$ cat config.mk
export PLATFORM = sky130hd
export DESIGN_NAME = sram_port_arbiter_flat
export DESIGN_NICKNAME = d
export VERILOG_FILES = /design/src/rtl/sram_port_arbiter_if.sv /design/src/rtl/sram_port_arbiter.sv /design/src/flat_wrapper.sv
export SDC_FILE = /design/constraint.sdc
export NUM_CORES = 1
export LEC_CHECK = 0
export ABC_CLOCK_PERIOD_IN_PS = 1730
export CORE_MARGIN = 2
export CORE_UTILIZATION = 33
export DETAILED_ROUTE_END_ITERATION = 8
export PLACE_DENSITY = 0.81
export SLEW_MARGIN = 10
export SYNTH_ARGS = -nofsm -noshare
export SYNTH_HDL_FRONTEND = slang
export SYNTH_SLANG_ARGS = --single-unit
$ cat constraint.sdc
create_clock -name clk -period 1.73 [get_ports clk]
set_clock_uncertainty 0.15 [all_clocks]
set_input_delay 0.4325 -clock clk [delete_from_list [all_inputs] [get_ports clk]]
set_output_delay 0.4325 -clock clk [all_outputs]
set_load 0.005 [all_outputs]
$ cat src/rtl/sram_port_arbiter_if.sv
// Bundle of the IF/MEM requester ports and the single-port SRAM port around sram_port_arbiter.
// slave = arbiter view; master = the pipeline/SRAM side that drives requests and read data.
interface sram_port_arbiter_if;
  logic        inst_req;
  logic [31:0] inst_addr;
  logic        inst_gnt;
  logic        inst_rvalid;
  logic [31:0] inst_rdata;

  logic        data_req;
  logic [3:0]  data_wen;
  logic [31:0] data_addr;
  logic [31:0] data_wdata;
  logic        data_gnt;
  logic        data_rvalid;
  logic [31:0] data_rdata;

  logic        sram_en;
  logic [3:0]  sram_wen;
  logic [31:0] sram_addr;
  logic [31:0] sram_wdata;
  logic [31:0] sram_rdata;

  modport slave (
    input  inst_req, inst_addr, data_req, data_wen, data_addr, data_wdata, sram_rdata,
    output inst_gnt, inst_rvalid, inst_rdata, data_gnt, data_rvalid, data_rdata,
           sram_en, sram_wen, sram_addr, sram_wdata
  );

  modport master (
    output inst_req, inst_addr, data_req, data_wen, data_addr, data_wdata, sram_rdata,
    input  inst_gnt, inst_rvalid, inst_rdata, data_gnt, data_rvalid, data_rdata,
           sram_en, sram_wen, sram_addr, sram_wdata
  );
endinterface

$ cat src/rtl/sram_port_arbiter.sv
// Shares one single-port SRAM between IF and MEM requesters, routing read data back to the issuer.
// Optional macro SRAM_ARB_FAIRNESS_EN: starvation counter lets inst win after STARVE_MAX data grants.
module sram_port_arbiter #(
  parameter int unsigned STARVE_MAX = 4
) (
  input  logic               clk,
  input  logic               resetn,
  sram_port_arbiter_if.slave bus
);

  if (STARVE_MAX < 1 || STARVE_MAX > 15) begin : g_bad_starve_max
    $error("sram_port_arbiter: STARVE_MAX must be in 1..15");
  end

  typedef enum logic [1:0] {
    OWN_NONE    = 2'd0,
    OWN_INST    = 2'd1,
    OWN_DATA_RD = 2'd2
  } owner_e;

  owner_e      owner, owner_nxt;
  logic        gnt_inst, gnt_data;
  logic        force_inst;
  logic [31:0] inst_hold, data_hold;

`ifdef SRAM_ARB_FAIRNESS_EN
  localparam logic [3:0] STARVE_LIM = 4'(STARVE_MAX);
  logic [3:0] starve_cnt;

  // NOTE: sequential state uses non-blocking assignments so every flop samples pre-edge values.
  always_ff @(posedge clk or negedge resetn) begin
    if (!resetn) begin
      starve_cnt <= '0;
    end else if (!bus.inst_req || gnt_inst) begin
      starve_cnt <= '0;
    end else if (gnt_data && starve_cnt != 4'hF) begin
      starve_cnt <= starve_cnt + 4'd1;
    end
  end

  assign force_inst = (starve_cnt == STARVE_LIM);
`else
  assign force_inst = 1'b0;
`endif

  // Grants are gated by resetn so nothing reaches the SRAM while reset is held.
  assign gnt_inst = resetn & bus.inst_req & (~bus.data_req | force_inst);
  assign gnt_data = resetn & bus.data_req & ~gnt_inst;

  assign bus.inst_gnt = gnt_inst;
  assign bus.data_gnt = gnt_data;
  assign bus.sram_en  = gnt_inst | gnt_data;

  always_comb begin
    // NOTE: every output gets a default first so no path through the block infers a latch.
    bus.sram_wen   = '0;
    bus.sram_addr  = '0;
    bus.sram_wdata = '0;
    if (gnt_data) begin
      bus.sram_wen   = bus.data_wen;
      bus.sram_addr  = bus.data_addr;
      bus.sram_wdata = bus.data_wdata;
    end else if (gnt_inst) begin
      bus.sram_addr  = bus.inst_addr;
    end
  end

  // Owner FSM: state register.
  always_ff @(posedge clk or negedge resetn) begin
    if (!resetn) owner <= OWN_NONE;
    else         owner <= owner_nxt;
  end

  // Owner FSM: next state. Writes complete at grant, so they leave nothing pending.
  always_comb begin
    owner_nxt = OWN_NONE;
    if (gnt_inst)                           owner_nxt = OWN_INST;
    else if (gnt_data && bus.data_wen == 0) owner_nxt = OWN_DATA_RD;
  end

  // Owner FSM: outputs. The returning word bypasses the hold register in its valid cycle.
  always_comb begin
    bus.inst_rvalid = 1'b0;
    bus.data_rvalid = 1'b0;
    bus.inst_rdata  = inst_hold;
    bus.data_rdata  = data_hold;
    case (owner)
      OWN_INST: begin
        bus.inst_rvalid = 1'b1;
        bus.inst_rdata  = bus.sram_rdata;
      end
      OWN_DATA_RD: begin
        bus.data_rvalid = 1'b1;
        bus.data_rdata  = bus.sram_rdata;
      end
      default: ;
    endcase
  end

  // NOTE: the hold registers are plain flops, so they take the async reset (all outputs read 0 in reset).
  always_ff @(posedge clk or negedge resetn) begin
    if (!resetn) begin
      inst_hold <= '0;
      data_hold <= '0;
    end else begin
      if (owner == OWN_INST)    inst_hold <= bus.sram_rdata;
      if (owner == OWN_DATA_RD) data_hold <= bus.sram_rdata;
    end
  end

endmodule
$ cat src/flat_wrapper.sv
// flat-port wrapper written by rule: the top's interface ports become plain ports
module sram_port_arbiter_flat 
#(
  parameter int unsigned STARVE_MAX = 4
)
  (clk, resetn, bus_inst_req, bus_inst_addr, bus_data_req, bus_data_wen, bus_data_addr, bus_data_wdata, bus_sram_rdata, bus_inst_gnt, bus_inst_rvalid, bus_inst_rdata, bus_data_gnt, bus_data_rvalid, bus_data_rdata, bus_sram_en, bus_sram_wen, bus_sram_addr, bus_sram_wdata);
  sram_port_arbiter_if bus_i ();
  input  logic clk;
  input  logic resetn;
  input wire logic [$bits(bus_i.inst_req)-1:0] bus_inst_req;
  input wire logic [$bits(bus_i.inst_addr)-1:0] bus_inst_addr;
  input wire logic [$bits(bus_i.data_req)-1:0] bus_data_req;
  input wire logic [$bits(bus_i.data_wen)-1:0] bus_data_wen;
  input wire logic [$bits(bus_i.data_addr)-1:0] bus_data_addr;
  input wire logic [$bits(bus_i.data_wdata)-1:0] bus_data_wdata;
  input wire logic [$bits(bus_i.sram_rdata)-1:0] bus_sram_rdata;
  output wire logic [$bits(bus_i.inst_gnt)-1:0] bus_inst_gnt;
  output wire logic [$bits(bus_i.inst_rvalid)-1:0] bus_inst_rvalid;
  output wire logic [$bits(bus_i.inst_rdata)-1:0] bus_inst_rdata;
  output wire logic [$bits(bus_i.data_gnt)-1:0] bus_data_gnt;
  output wire logic [$bits(bus_i.data_rvalid)-1:0] bus_data_rvalid;
  output wire logic [$bits(bus_i.data_rdata)-1:0] bus_data_rdata;
  output wire logic [$bits(bus_i.sram_en)-1:0] bus_sram_en;
  output wire logic [$bits(bus_i.sram_wen)-1:0] bus_sram_wen;
  output wire logic [$bits(bus_i.sram_addr)-1:0] bus_sram_addr;
  output wire logic [$bits(bus_i.sram_wdata)-1:0] bus_sram_wdata;
  assign bus_i.inst_req = bus_inst_req;
  assign bus_i.inst_addr = bus_inst_addr;
  assign bus_i.data_req = bus_data_req;
  assign bus_i.data_wen = bus_data_wen;
  assign bus_i.data_addr = bus_data_addr;
  assign bus_i.data_wdata = bus_data_wdata;
  assign bus_i.sram_rdata = bus_sram_rdata;
  assign bus_inst_gnt = bus_i.inst_gnt;
  assign bus_inst_rvalid = bus_i.inst_rvalid;
  assign bus_inst_rdata = bus_i.inst_rdata;
  assign bus_data_gnt = bus_i.data_gnt;
  assign bus_data_rvalid = bus_i.data_rvalid;
  assign bus_data_rdata = bus_i.data_rdata;
  assign bus_sram_en = bus_i.sram_en;
  assign bus_sram_wen = bus_i.sram_wen;
  assign bus_sram_addr = bus_i.sram_addr;
  assign bus_sram_wdata = bus_i.sram_wdata;
  sram_port_arbiter #(.STARVE_MAX(STARVE_MAX)) u_core (.clk(clk), .resetn(resetn), .bus(bus_i));
endmodule
After elaboration in Yosys (flattened, before gate mapping). Cells that the tools add are included.

Register bits: 66. Input port bits: 136. Output and inout port bits: 137. Logic and storage cells: 24.

Equal/unequal tests: 2. Multiplexer cells: 10. Bitwise operators: 7. Reductions and logical operators: 2.

Operators by type and width (number): 32-bit 2-to-1 mux (5); 1-bit AND (4); 4-bit logical NOT (1); 2-bit 2-to-1 mux (2); 4-bit 2-to-1 mux (1); 2-bit by 1-bit equality test with 1-bit output (second input constant) (1); 2-bit equality test (second input constant) (1); 1-bit 2-to-1 mux (2); 1-bit inverter (2); 1-bit logical AND (1); 1-bit bitwise OR (1).

Depth between registers and ports, before layout.
Depth after elaboration: 7. Gate-level depth with buffers: 4. Depth with buffers taken out: 2.

Worst setup path after synthesis. No wires, ideal clock.

Path kind: in2out. Start point: in resetn. End point: out bus_sram_addr[10]. Arrival time: 1117 ps. Data required time: 1147 ps. Path slack: 30 ps. Stages: 4. Buffers on the path: 2. Path through: and2_1 -> buf_2 -> buf_2 -> a32o_1.

Longest elaborated chain between the ends: 5. Elaborated cells between the ends (all ways): 7. Classes of those cells: mux: 2; bitwise: 5.

Ends and longest elaborated chain: from (decl) (RTL line flat_wrapper.sv:9) `input logic resetn;`; 1-bit AND (2 in series) (RTL line sram_port_arbiter.sv:47) `assign gnt_inst = resetn & bus.inst_req & (~bus.data_req | force_inst);`; 1-bit inverter (RTL line sram_port_arbiter.sv:48) `assign gnt_data = resetn & bus.data_req & ~gnt_inst;`; 1-bit AND (RTL line sram_port_arbiter.sv:48); 32-bit 2-to-1 mux (*) (RTL line sram_port_arbiter.sv:59) `if (gnt_data) begin`; to (decl) (RTL line flat_wrapper.sv:25) `output wire logic [$bits(bus_i.sram_addr)-1:0] bus_sram_addr;`.

Every way passes the cells marked *; elsewhere a longest branch is shown, timed or not.

Final worst setup path.
Start point: reg u_core.owner[1]. End point: out bus_inst_rdata[18].

Longest elaborated chain between the ends: 2.

Ends and longest elaborated chain: from (decl) (RTL line sram_port_arbiter.sv:21) `owner_e owner, owner_nxt;`; from (signal assigned) (RTL line sram_port_arbiter.sv:71) `else owner <= owner_nxt;`; 2-bit by 1-bit equality test with 1-bit output (RTL line sram_port_arbiter.sv:87) `case (owner)`; 32-bit 2-to-1 mux (RTL line sram_port_arbiter.sv:87); to (decl) (RTL line flat_wrapper.sv:19) `output wire logic [$bits(bus_i.inst_rdata)-1:0] bus_inst_rdata;`.

Every way passes these cells.

==> results.md <==
- Status: finished, violations left
- Violated checks: negative setup slack
- Leak: ~4 nW
- Crit end category: output port
- RR Endpoint: u_core.data_hold[8]
- Clk_lat worst skew: roughly 0.33 ns
- Synth Area per Inst: roughly 14 um^2
- Synth Net Count: roughly 370
- # rows: 36
- Root Driver: clkbuf_8
- Busiest grt layer: met2
- Peak supply drop: roughly 0.00048 V
- Final Wtd Congestion: between 1 and 1.5
- Worst-path fanout max: 5
- CTS tree: done
- Vias per Instance: approximately 5.1
- Total die area: approximately 11,000 um^2
- Post-DRT Antenna Nets: 0
- FF-to-FF setup slack: -0.05 ns
- Largest net degree at the start of global routing: 51
- Worst slack, placed: -0.923 ns
- Sink Count: 66
- Chip height: about 100 um
- Power Density: between 700 and 800 nW/um^2
- Synth cell count leaders: 66 x dfrtp_1, 58 x mux2_4, 36 x and3_1, 32 x a32o_1
- Area Overhead vs Synth: 132%
- Worst slew pin tran: 0.648 ns
- Core ar.: between 9000 and 10,000 um^2
- Fin. Hold Viols: 0
- Min Hold Slack: 0.0185 ns
- Cell total after placement: 643
- DRT Pass-1 Iters: 8
- Netlist cell types: 16
- Total CTS buffers: 9
- Post-synthesis xor/xnor area fraction: 0
- Area contributors post-synth: dfrtp_1 49%, mux2_4 26%, a32o_1 9.5%, and3_1 6.7%, buf_6 2.3%
- I/O pin total: between 200 and 300
- Placement Cell Area: 6420 um^2
- Simple-Gate Fraction of Synth Area: 0.0800
- Worst EP required: approximately 1.2 ns
- Fmax: roughly 430 MHz
- Crit path DAT: around 1.7 ns
- Residual DRC: 0
- Number of max-slew violations in the final report: 0
- MaxCap Viol Count: 0
- Cell Area, Synth: approximately 3400 um^2
- RSZ-0062 raised after global routing: true
- Tcrit/Tclk final: 1.34
- Mux share of post-synthesis cell area: 0.279
- Met3 Resource Use GR: 0.108
- First-pass GRT wire length: roughly 26 mm
- Via count: 3,839
- Prevailing post-synth register cell: dfrtp_1
- Area share of the largest cell type after synthesis: 0.491
- Main combinational cell family by area after synthesis: multiplexers
- Worst-path clk slew: ~0.080 ns
- Finished Cell Area: 7790 um^2
- Post-synthesis instance total: approximately 240
- Initial Utilization: 0.342
- Register bit total from synthesis: 66
- Synth Area in Adders: 0
- Worst hold path type: input pin to asynchronous set/reset pin
- WS Path Type: register to output port
- Worst reg-to-reg path cell count: 7
- Setup TNS: -37.89 ns
- Final-stage net count: between 700 and 800
- Drt wl/cell: roughly 25 um
- Gr usage total: 0.317
- Initial antenna violation count: 0
- GRT met1 Usage: 0.354
- Total power after layout: between 5 and 6 mW
- Syn. warnings: 0
- Top-count cell post-synth: dfrtp_1
- Routed WL: about 19 mm
- Vias in the first global route: 4,160
- Reg2reg start: u_core.owner[0]
- Final worst path period need: between 2 and 2.5 ns
- Max Buffers Root-to-Sink: 2
- Synth Area in Compound Gates: 0.0975
- Share of layout cells above drive strength 1: 0.601
- Async set-or-reset flop fraction in the synthesized netlist: 1.00
- Post-Route Utilization: 0.793
- H-Tree Depth: 3
- Routing usage on met2: 0.541
- IO Port Bufs: ~270
- Gr ovfl total: 0
- Max-slew headroom: 0.568
- DRT iter0 DRCs: approximately 300
- Antenna cell count: 0
- Hpwl dp: 11.5 mm
- Crit start category: register
- Setup violators final: between 100 and 150
- Post-route non-filler standard cell count: 750
- Min setup slack post-route: -0.595 ns
- EDFF count, synth: 0
- Top cell type by total area after synthesis: dfrtp_1
- Die width: roughly 100 um
- Sequential area share after synthesis: 0.491
[layout by cell type (no fill, tap or decap)]
cell type | Yosys | layout
a32o_1 | 32 | 27
a32o_2 | 0 | 5
and2_1 | 4 | 1
and2_4 | 0 | 3
and3_1 | 36 | 20
and3_4 | 0 | 16
buf_12 | 0 | 18
buf_16 | 0 | 5
buf_2 | 8 | 52
buf_4 | 1 | 38
buf_6 | 7 | 128
buf_8 | 0 | 7
bufinv_16 | 0 | 2
clkbuf_1 | 8 | 2
clkbuf_16 | 0 | 4
clkbuf_2 | 0 | 8
clkbuf_8 | 0 | 9
clkdlybuf4s15_1 | 0 | 2
clkdlybuf4s15_2 | 0 | 5
clkdlybuf4s50_1 | 0 | 97
clkinv_2 | 0 | 2
clkinv_4 | 0 | 1
dfrtp_1 | 66 | 66
dlygate4sd2_1 | 0 | 15
dlygate4sd3_1 | 0 | 1
dlymetal6s2s_1 | 0 | 13
inv_2 | 0 | 1
inv_8 | 0 | 1
mux2_4 | 58 | 64
nand2b_4 | 0 | 1
nor2b_4 | 0 | 1
nor4_1 | 1 | 1
o21a_1 | 1 | 1
[cells by family after synthesis]
kind of cell           after synthesis
AOI/OAI and AO/OA                   33
and+or+nand+nor                     43
DFF                                 66
buffers and inverters               29
muxes                               64
[state kept, by name (all words and copies together) (netlist names)]
| register | count |
|---|---|
| u_core.data_hold | 32 |
| u_core.inst_hold | 32 |
| u_core.owner | 2 |
[routing by layer]
metal	part of all wire	wire length, um
met5	0	0
met4	0.044	820
met3	0.089	1640
met2	0.51	9400
met1	0.36	6650
[area by class of cell]
| type | count | area, um^2 |
|---|---|---|
| sequential | 66 | 1650 |
| tap | 133 | 166 |
| clock inverter | 5 | 78.8 |
| inverter | 2 | 15.0 |
| fill | 602 | 2030 |
| multi-input combinational | 140 | 1670 |
| clock buffer | 11 | 131 |
| timing repair buffer | 393 | 4080 |
[power by group]
group,total (mW),internal [mW],switching [mW]
registers,1.93,1.83,0.101
clock network,1.42,0.811,0.608
logic,2.56,1.72,0.837
total,5.90,4.36,1.55
[critical path, stage by stage, from the launching register on]
cell,delay (ns)
dfrtp_1,0.40
nand2b_4,0.21
buf_12,0.16
buf_12,0.11
buf_8,0.11
mux2_4,0.31
buf_6,0.12
[worst max path at each step]
stage	start	slack, ns	cells after the start	to
final	u_core.owner[1]	-0.59	6	bus_inst_rdata[18]
after CTS	u_core.owner[0]	-0.66	7	bus_data_rdata[14]
after detailed placement	bus_inst_req	-0.92	5	bus_inst_gnt
after global placement	bus_inst_req	-0.91	5	bus_inst_gnt
after global routing	u_core.owner[1]	-0.65	6	bus_inst_rdata[18]
after floorplan	resetn	0.03	4	bus_sram_addr[10]
[timing repair]
item / in CTS / in global routing
gates resized for setup: 730 / 93
pin swaps: 21 / 29
hold buffers: 2 / 0
endpoints found under the setup margin: 137 / 189
hold endpoints to repair: 8 / 0
setup buffers: 69 / 24
gates cloned: 13 / 5
Power figures use the tool's default switching activity.
